$ cat src/rtl/fabric_bus_arbiter_if.sv
`default_nettype none
// ============================================================================
//  Module      : fabric_bus_arbiter_if
//  Description : Request/grant bundle between the fabric bus arbiter and the
//                requesting units (REQ, BUSY line, EN, one-hot grant, status).
//  Revision    : 1.0 - initial release
// ============================================================================
interface fabric_bus_arbiter_if #(
  parameter int UNITS = 4
);
  logic             ARB_ENABLE;        // 1 = new grants allowed
  logic [UNITS-1:0] REQ;               // level request, bit i = unit i
  logic             BUSY_line_MASTER;  // pulled-up line; low = owner driving bus
  logic             EN;                // bus enable, high while a grant is active
  logic [UNITS-1:0] REQUEST_OK;        // one-hot registered grant
  logic [3:0]       GRANT_NUM;         // index of granted unit
  logic             ARB_BUSY;          // arbiter not idle
  logic             TIMEOUT_ERR;       // one-cycle pulse on watchdog abort
  logic [3:0]       ERR_NUM;           // unit index of last aborted grant

  // Arbiter side
  modport master (
    input  ARB_ENABLE, REQ, BUSY_line_MASTER,
    output EN, REQUEST_OK, GRANT_NUM, ARB_BUSY, TIMEOUT_ERR, ERR_NUM
  );

  // Requesting-unit side
  modport slave (
    output ARB_ENABLE, REQ, BUSY_line_MASTER,
    input  EN, REQUEST_OK, GRANT_NUM, ARB_BUSY, TIMEOUT_ERR, ERR_NUM
  );
endinterface
`default_nettype wire

$ cat src/rtl/fabric_bus_arbiter.sv
`default_nettype none
// ============================================================================
//  Module      : fabric_bus_arbiter
//  Description : Round-robin arbiter for the shared fabric data bus. Grants one
//                unit at a time, tracks ownership through BUSY_line_MASTER and
//                reclaims the bus from a stalled owner with a watchdog.
//  Revision    : 1.0 - initial release
// ============================================================================
module fabric_bus_arbiter #(
  parameter int UNITS    = 4,
  parameter int START_TO = 16,
  parameter int HOLD_TO  = 255,
  parameter int CNT_W    = 8
) (
  input  logic                 CLK_B,
  input  logic                 RESET,   // asynchronous, active-low
  fabric_bus_arbiter_if.master bus
);

  typedef enum logic [2:0] {
    S_IDLE       = 3'd0,
    S_GRANT      = 3'd1,
    S_WAIT_START = 3'd2,
    S_OWN        = 3'd3,
    S_RELEASE    = 3'd4
  } state_t;

  localparam logic [CNT_W-1:0] START_LIM = CNT_W'(START_TO);
  localparam logic [CNT_W-1:0] HOLD_LIM  = CNT_W'(HOLD_TO);
  localparam logic [CNT_W-1:0] WDOG_MAX  = {CNT_W{1'b1}};
  localparam logic [3:0]       LAST_RST  = 4'(UNITS - 1);

  state_t           state, next_state;
  logic [3:0]       grant_idx, next_idx;
  logic [3:0]       last_ptr, next_last;
  logic [CNT_W-1:0] wdog, next_wdog, wdog_inc;
  logic             en_q, next_en;
  logic [UNITS-1:0] req_ok_q, next_ok;
  logic [3:0]       gnum_q, next_gnum;
  logic             timeout_q, next_timeout;
  logic [3:0]       err_num_q, next_err;
  logic             abort;

  logic [15:0]      req_ext;
  logic [4:0]       cand;
  logic             pick_valid;
  logic [3:0]       pick_idx;

  // Non-existent request bits above UNITS read as zero.
  assign req_ext  = 16'(bus.REQ);
  // Watchdog saturates instead of wrapping.
  assign wdog_inc = (wdog == WDOG_MAX) ? wdog : wdog + CNT_W'(1);

  // Round-robin pick: first set request scanning upward from last+1 with wrap,
  // so the unit just served is looked at last.
  always_comb begin
    pick_valid = 1'b0;
    pick_idx   = 4'd0;
    cand       = 5'd0;
    for (int k = 1; k <= UNITS; k++) begin
      cand = {1'b0, last_ptr} + 5'(k);
      if (cand >= 5'(UNITS)) begin
        cand = cand - 5'(UNITS);
      end
      if (!pick_valid && req_ext[cand[3:0]]) begin
        pick_valid = 1'b1;
        pick_idx   = cand[3:0];
      end
    end
  end

  // Next-state and next-output decode; a watchdog abort overrides the state step.
  always_comb begin
    next_state   = state;
    next_idx     = grant_idx;
    next_last    = last_ptr;
    next_wdog    = wdog;
    next_en      = en_q;
    next_ok      = req_ok_q;
    next_gnum    = gnum_q;
    next_timeout = 1'b0;
    next_err     = err_num_q;
    abort        = 1'b0;
    unique case (state)
      S_IDLE: begin
        if (bus.ARB_ENABLE && pick_valid) begin
          next_idx   = pick_idx;
          next_state = S_GRANT;
        end
      end
      S_GRANT: begin
        next_en    = 1'b1;
        next_ok    = UNITS'(1) << grant_idx;
        next_gnum  = grant_idx;
        next_wdog  = '0;
        next_state = S_WAIT_START;
      end
      S_WAIT_START: begin
        // The requester may drop REQ once granted; only the BUSY line matters here.
        if (!bus.BUSY_line_MASTER) begin
          next_state = S_OWN;
          next_wdog  = '0;
        end else if (wdog == START_LIM) begin
          abort = 1'b1;
        end else begin
          next_wdog = wdog_inc;
        end
      end
      S_OWN: begin
        if (bus.BUSY_line_MASTER) begin
          next_en    = 1'b0;
          next_ok    = '0;
          next_state = S_RELEASE;
        end else if (wdog == HOLD_LIM) begin
          abort = 1'b1;
        end else begin
          next_wdog = wdog_inc;
        end
      end
      S_RELEASE: begin
        // Grant is already off; this cycle guarantees an idle bus gap.
        next_last  = grant_idx;
        next_state = S_IDLE;
      end
      default: begin
        next_en    = 1'b0;
        next_ok    = '0;
        next_state = S_IDLE;
      end
    endcase
    if (abort) begin
      next_timeout = 1'b1;
      next_err     = grant_idx;
      next_en      = 1'b0;
      next_ok      = '0;
      next_state   = S_RELEASE;
    end
  end

  // State and registered outputs; reset drops the grant without a clock edge.
  always_ff @(posedge CLK_B or negedge RESET) begin
    if (!RESET) begin
      state     <= S_IDLE;
      grant_idx <= 4'd0;
      last_ptr  <= LAST_RST;
      wdog      <= '0;
      en_q      <= 1'b0;
      req_ok_q  <= '0;
      gnum_q    <= 4'd0;
      timeout_q <= 1'b0;
      err_num_q <= 4'd0;
    end else begin
      state     <= next_state;
      grant_idx <= next_idx;
      last_ptr  <= next_last;
      wdog      <= next_wdog;
      en_q      <= next_en;
      req_ok_q  <= next_ok;
      gnum_q    <= next_gnum;
      timeout_q <= next_timeout;
      err_num_q <= next_err;
    end
  end

  assign bus.EN          = en_q;
  assign bus.REQUEST_OK  = req_ok_q;
  assign bus.GRANT_NUM   = gnum_q;
  assign bus.ARB_BUSY    = (state != S_IDLE);
  assign bus.TIMEOUT_ERR = timeout_q;
  assign bus.ERR_NUM     = err_num_q;

endmodule
`default_nettype wire

$ cat src/flat_wrapper.sv
// flat-port wrapper written by rule: the top's interface ports become plain ports
module fabric_bus_arbiter_flat 
#(
  parameter int UNITS    = 4,
  parameter int START_TO = 16,
  parameter int HOLD_TO  = 255,
  parameter int CNT_W    = 8
)
  (CLK_B, RESET, bus_ARB_ENABLE, bus_REQ, bus_BUSY_line_MASTER, bus_EN, bus_REQUEST_OK, bus_GRANT_NUM, bus_ARB_BUSY, bus_TIMEOUT_ERR, bus_ERR_NUM);
  fabric_bus_arbiter_if #(.UNITS(UNITS)) bus_i ();
  input  logic CLK_B;
  input  logic RESET;
  input wire logic [$bits(bus_i.ARB_ENABLE)-1:0] bus_ARB_ENABLE;
  input wire logic [$bits(bus_i.REQ)-1:0] bus_REQ;
  input wire logic [$bits(bus_i.BUSY_line_MASTER)-1:0] bus_BUSY_line_MASTER;
  output wire logic [$bits(bus_i.EN)-1:0] bus_EN;
  output wire logic [$bits(bus_i.REQUEST_OK)-1:0] bus_REQUEST_OK;
  output wire logic [$bits(bus_i.GRANT_NUM)-1:0] bus_GRANT_NUM;
  output wire logic [$bits(bus_i.ARB_BUSY)-1:0] bus_ARB_BUSY;
  output wire logic [$bits(bus_i.TIMEOUT_ERR)-1:0] bus_TIMEOUT_ERR;
  output wire logic [$bits(bus_i.ERR_NUM)-1:0] bus_ERR_NUM;
  assign bus_i.ARB_ENABLE = bus_ARB_ENABLE;
  assign bus_i.REQ = bus_REQ;
  assign bus_i.BUSY_line_MASTER = bus_BUSY_line_MASTER;
  assign bus_EN = bus_i.EN;
  assign bus_REQUEST_OK = bus_i.REQUEST_OK;
  assign bus_GRANT_NUM = bus_i.GRANT_NUM;
  assign bus_ARB_BUSY = bus_i.ARB_BUSY;
  assign bus_TIMEOUT_ERR = bus_i.TIMEOUT_ERR;
  assign bus_ERR_NUM = bus_i.ERR_NUM;
  fabric_bus_arbiter #(.UNITS(UNITS), .START_TO(START_TO), .HOLD_TO(HOLD_TO), .CNT_W(CNT_W)) u_core (.CLK_B(CLK_B), .RESET(RESET), .bus(bus_i));
endmodule
$ cat config.mk
export PLATFORM = sky130hd
export DESIGN_NAME = fabric_bus_arbiter_flat
export DESIGN_NICKNAME = d
export VERILOG_FILES = /design/src/rtl/fabric_bus_arbiter_if.sv /design/src/rtl/fabric_bus_arbiter.sv /design/src/flat_wrapper.sv
export SDC_FILE = /design/constraint.sdc
export NUM_CORES = 1
export LEC_CHECK = 0
export CAP_MARGIN = 20
export CELL_PAD_IN_SITES_DETAIL_PLACEMENT = 1
export CELL_PAD_IN_SITES_GLOBAL_PLACEMENT = 2
export CORE_UTILIZATION = 36
export DETAILED_ROUTE_END_ITERATION = 8
export PLACE_DENSITY = 0.82
export SETUP_SLACK_MARGIN = 0.2
export SLEW_MARGIN = 25
export SYNTH_ARGS = -nofsm -noshare
export SYNTH_HDL_FRONTEND = slang
export SYNTH_SLANG_ARGS = --single-unit
$ cat constraint.sdc
create_clock -name CLK_B -period 3.7 [get_ports CLK_B]
set_input_delay 0.925 -clock CLK_B [delete_from_list [all_inputs] [get_ports CLK_B]]
set_output_delay 0.925 -clock CLK_B [all_outputs]
set_load 0.01 [all_outputs]
==> metrics.md <==
| Metric | Value |
|---|---|
| Vias in the first global route | 1656 |
| DRT iter0 DRCs | 64 |
| DIE AREA | slightly above 6000 sq um |
| First-pass GRT wire length | 8000 um |
| Setup TNS | 0 ns |
| Internal power | ~0.00099 W |
| Initial antenna violation count | 0 |
| Clock Power Share | 15.4% |
| # setup viols final | 0 |
| Fin Clk Skew | between 0.005 and 0.006 ns |
| Via count | around 1600 |
| Avg Cell Area, Syn | between 10 and 15 sq um |
| CTS tree | yes |
| PD cells | ~700 nW/um^2 |
| H-tree depth | 2 |
| Met3 Usage GRT | under 10% |
| Top-level port count | 23 |
| M1 GR Usage | a little over a fifth |
| Count of cell types in the netlist | 54 |
| Longest Clk Path Bufs | 2 |
| Largest cells by area after synthesis | dfrtp_1, ha_1, mux2_2 |
| Number of inserted diodes | 0 |
| Combinational power share | 49.9% |
| HPWL after DPL | roughly 3400 um |
| RSZ-0062 raised after global routing | no |
| Gate count after technology mapping | just over 200 |
| Area growth, synth to finish | 17.8% |
| Initial Utilization | between 30% and 40% |
| Clk sink count | 33 |
| YS warnings | 0 |
| CP Max Fanout | 13 |
| Buffer count from post-CTS setup fixing | 0 |
| Layout cell share with drive strength beyond 1 | between 10 and 15% |
| Post-synth EDFFs | 0 |
| Die Span Y | around 78 um |
| Gr ovfl total | 0 |
| Final net count | about 250 |
| Port buffer count | 22 |
| Initial DRT Pass Iterations | 4 |
| Min Tclk post-route | between 3 and 4 ns |
| DRC | 0 |
| Crit share post-route | around 80% |
| Reg2reg end | u_core.grant_idx[0] |
| Core box area | about 5500 sq um |
| Sequential-to-total area share from yosys stat | around two fifths |
| Achievable Freq | ~330 MHz |
| VDD IR-drop max | ~0.27 mV |
| Worst-skew pair later-pin latency | ~0.28 ns |
| Hold Path End | u_core.bus.EN |
| Rows | 27 |
| Launch point of the worst reg-to-reg path | u_core.last_ptr[0] |
| # fillers | ~650 |
| Min-delay src | u_core.bus.EN |
| Final Non-Filler Cells | between 200 and 300 |
| Pleak | 1.09 nW |
| Crit path required time | about 3.8 ns |
| GRT busiest layer | met2 |
| CTS resizes | 0 |
| Vias per inst | approximately 5.3 |
| Critical Path Sink Type | flop |
| Net Sw Frac | between 40 and 50% |
| Die X | ~78 um |
| Clock slew at reported path FFs | around 0.070 ns |
| CTS Buf Count | 5 |
| Gr usage total | ~17% |
| Mapped cell area | about 2100 sq um |
| Synthesized Nets | about 230 |
| Reg2Reg Setup Slack | roughly 0.65 ns |
| Met2 Track Usage GR | 29.6% |
| DRT antenna net count | 0 |
| Switching power | approximately 0.00072 W |
| Worst setup path category | flop to flop |
| Tightest Pin Transition | between 0.8 and 0.9 ns |
| CTS hold repair buffers | 0 |
| Synth top area share | between 30% and 40% |
| Status | finished, final reports clean |
| Main flop type after synthesis | dfrtp_1 |
| Final Wtd Congestion | roughly 0.7 |
| Worst EP arrival | approximately 3.2 ns |
| Synth area leader | dfrtp_1 |
| Hold WC Path Type | flop to flop |
| Async SR Flop Fraction | 100% |
| Hold Fails Final Rpt | 0 |
| # Max-Cap Violations | 0 |
| Worst slew margin | 44.8% |
| Worst reg2reg path depth | 10 |
| Startpoint Class | flop |
| WL final | roughly 4700 um |
| Largest net degree at the start of global routing | 34 |
| Fin. max-slew vios | 0 |
| Hold slack | slightly below 0.5 ns |
| Register bit total from synthesis | 33 |
| Root buf cell | clkbuf_8 |
| Inst Count DP | 291 |
| Reg power frac | between 30% and 40% |
| Post-DR wirelength/cell | 15.6 um |
| Worst Hold Depth | 1 |
[power by group through the flow]
| stage | clock network (W) | registers, W | logic [W] |
|---|---|---|---|
| finish | 0.000264 | 0.000596 | 0.000856 |
| global route | 0.000283 | 0.000618 | 0.000958 |
| CTS | 0.000272 | 0.000602 | 0.000868 |
| detailed placement | 0 | 0.000607 | 0.000853 |
| global placement | 0 | 0.000603 | 0.000837 |
| floorplan | 0 | 0.000546 | 0.000660 |
[metal layers]
metal | vias to the layer above | wire (um)
li1 | 772 | -
met3 | 4 | 76
met2 | 12 | 2440
met5 | - | 0
met1 | 784 | 2100
met4 | 0 | 37
[synthesized netlist by cell type (3+ instances only)]
master,instances
xnor2_1,3
a21oi_1,7
ha_1,15
nand2_1,13
nor2b_1,3
mux2_2,10
a31oi_1,3
mux2i_1,4
nor2_1,19
nor4_1,6
o21ai_0,8
dfrtp_1,31
nand3_1,5
inv_1,11
xor2_1,7
and2_1,4
[cell families after synthesis]
kind of cell	synth area share (%)
mux	10.6
simple gates	17.9
fa+ha+maj	8.99
flops	39.7
buf+inv	3.90
compound gates	14.7
xor+xnor	4.20
[area by class of cell]
class / count / area [sq um] / share of cell area (%)
multi-input cells: 150 / 1180 / 47.9
flip-flops and latches: 33 / 828 / 33.7
repair buffers: 23 / 228 / 9.26
well taps: 72 / 90.1 / 3.66
clock buffers: 5 / 68.8 / 2.80
inverters: 13 / 48.8 / 1.98
clock inverters: 3 / 17.5 / 0.712
[how the worst max path moves through the flow]
| stage | start | to | slack [ns] |
|---|---|---|---|
| 5_1_grt | u_core.last_ptr[0] | u_core.grant_idx[0] | 0.45 |
| 6_report | u_core.last_ptr[0] | u_core.grant_idx[0] | 0.65 |
| 3_3_place_gp | bus_REQ[2] | u_core.grant_idx[0] | 0.70 |
| 4_1_cts | u_core.last_ptr[0] | u_core.grant_idx[0] | 0.62 |
| 2_1_floorplan | u_core.last_ptr[0] | u_core.grant_idx[0] | 1.0 |
| 3_5_place_dp | bus_REQ[2] | u_core.grant_idx[1] | 0.67 |
[cells in the final DEF (no fill, tap or decap), types with 6 or more instances in the layout]
master and instances:
a21oi_1 7, clkdlybuf4s50_1 22, dfrtp_1 31, ha_1 15, inv_1 11, mux2_2 10
nand2_1 13, nor2_1 19, nor4_1 6, o21ai_0 8, xor2_1 7
[flip-flops by register name, indices dropped and copies added (netlist names)]
name and flops:
u_core.bus.REQUEST_OK 4, u_core.bus.TIMEOUT_ERR 1, u_core.bus.GRANT_NUM 4, u_core.bus.EN 1, u_core.bus.ERR_NUM 4, u_core.wdog 8
u_core.last_ptr 4, u_core.state 3, u_core.grant_idx 4
[worst max-delay path, cell delays in order (launching register included)]
cell and delay, ns:
dfstp_2 0.71, inv_2 0.10, ha_1 0.25, xor2_1 0.24, inv_1 0.07, ha_1 0.30
nor2_1 0.06, o211ai_2 0.31, or4b_4 0.53, and3_4 0.21, mux2i_1 0.13
[metrics by stage]
step	setup WS [ns]	cell area, sq um	util [%]	power [W]
6_report	0.654	2460	44.4	0.00172
5_1_grt	0.449	2460	44.4	0.00186
4_1_cts	0.616	2460	44.4	0.00174
3_5_place_dp	0.669	2370	42.8	0.00146
3_3_place_gp	0.700	2370	42.8	0.00144
2_1_floorplan	0.998	2090	-	0.00121
(Power assumes the default switching activity.)
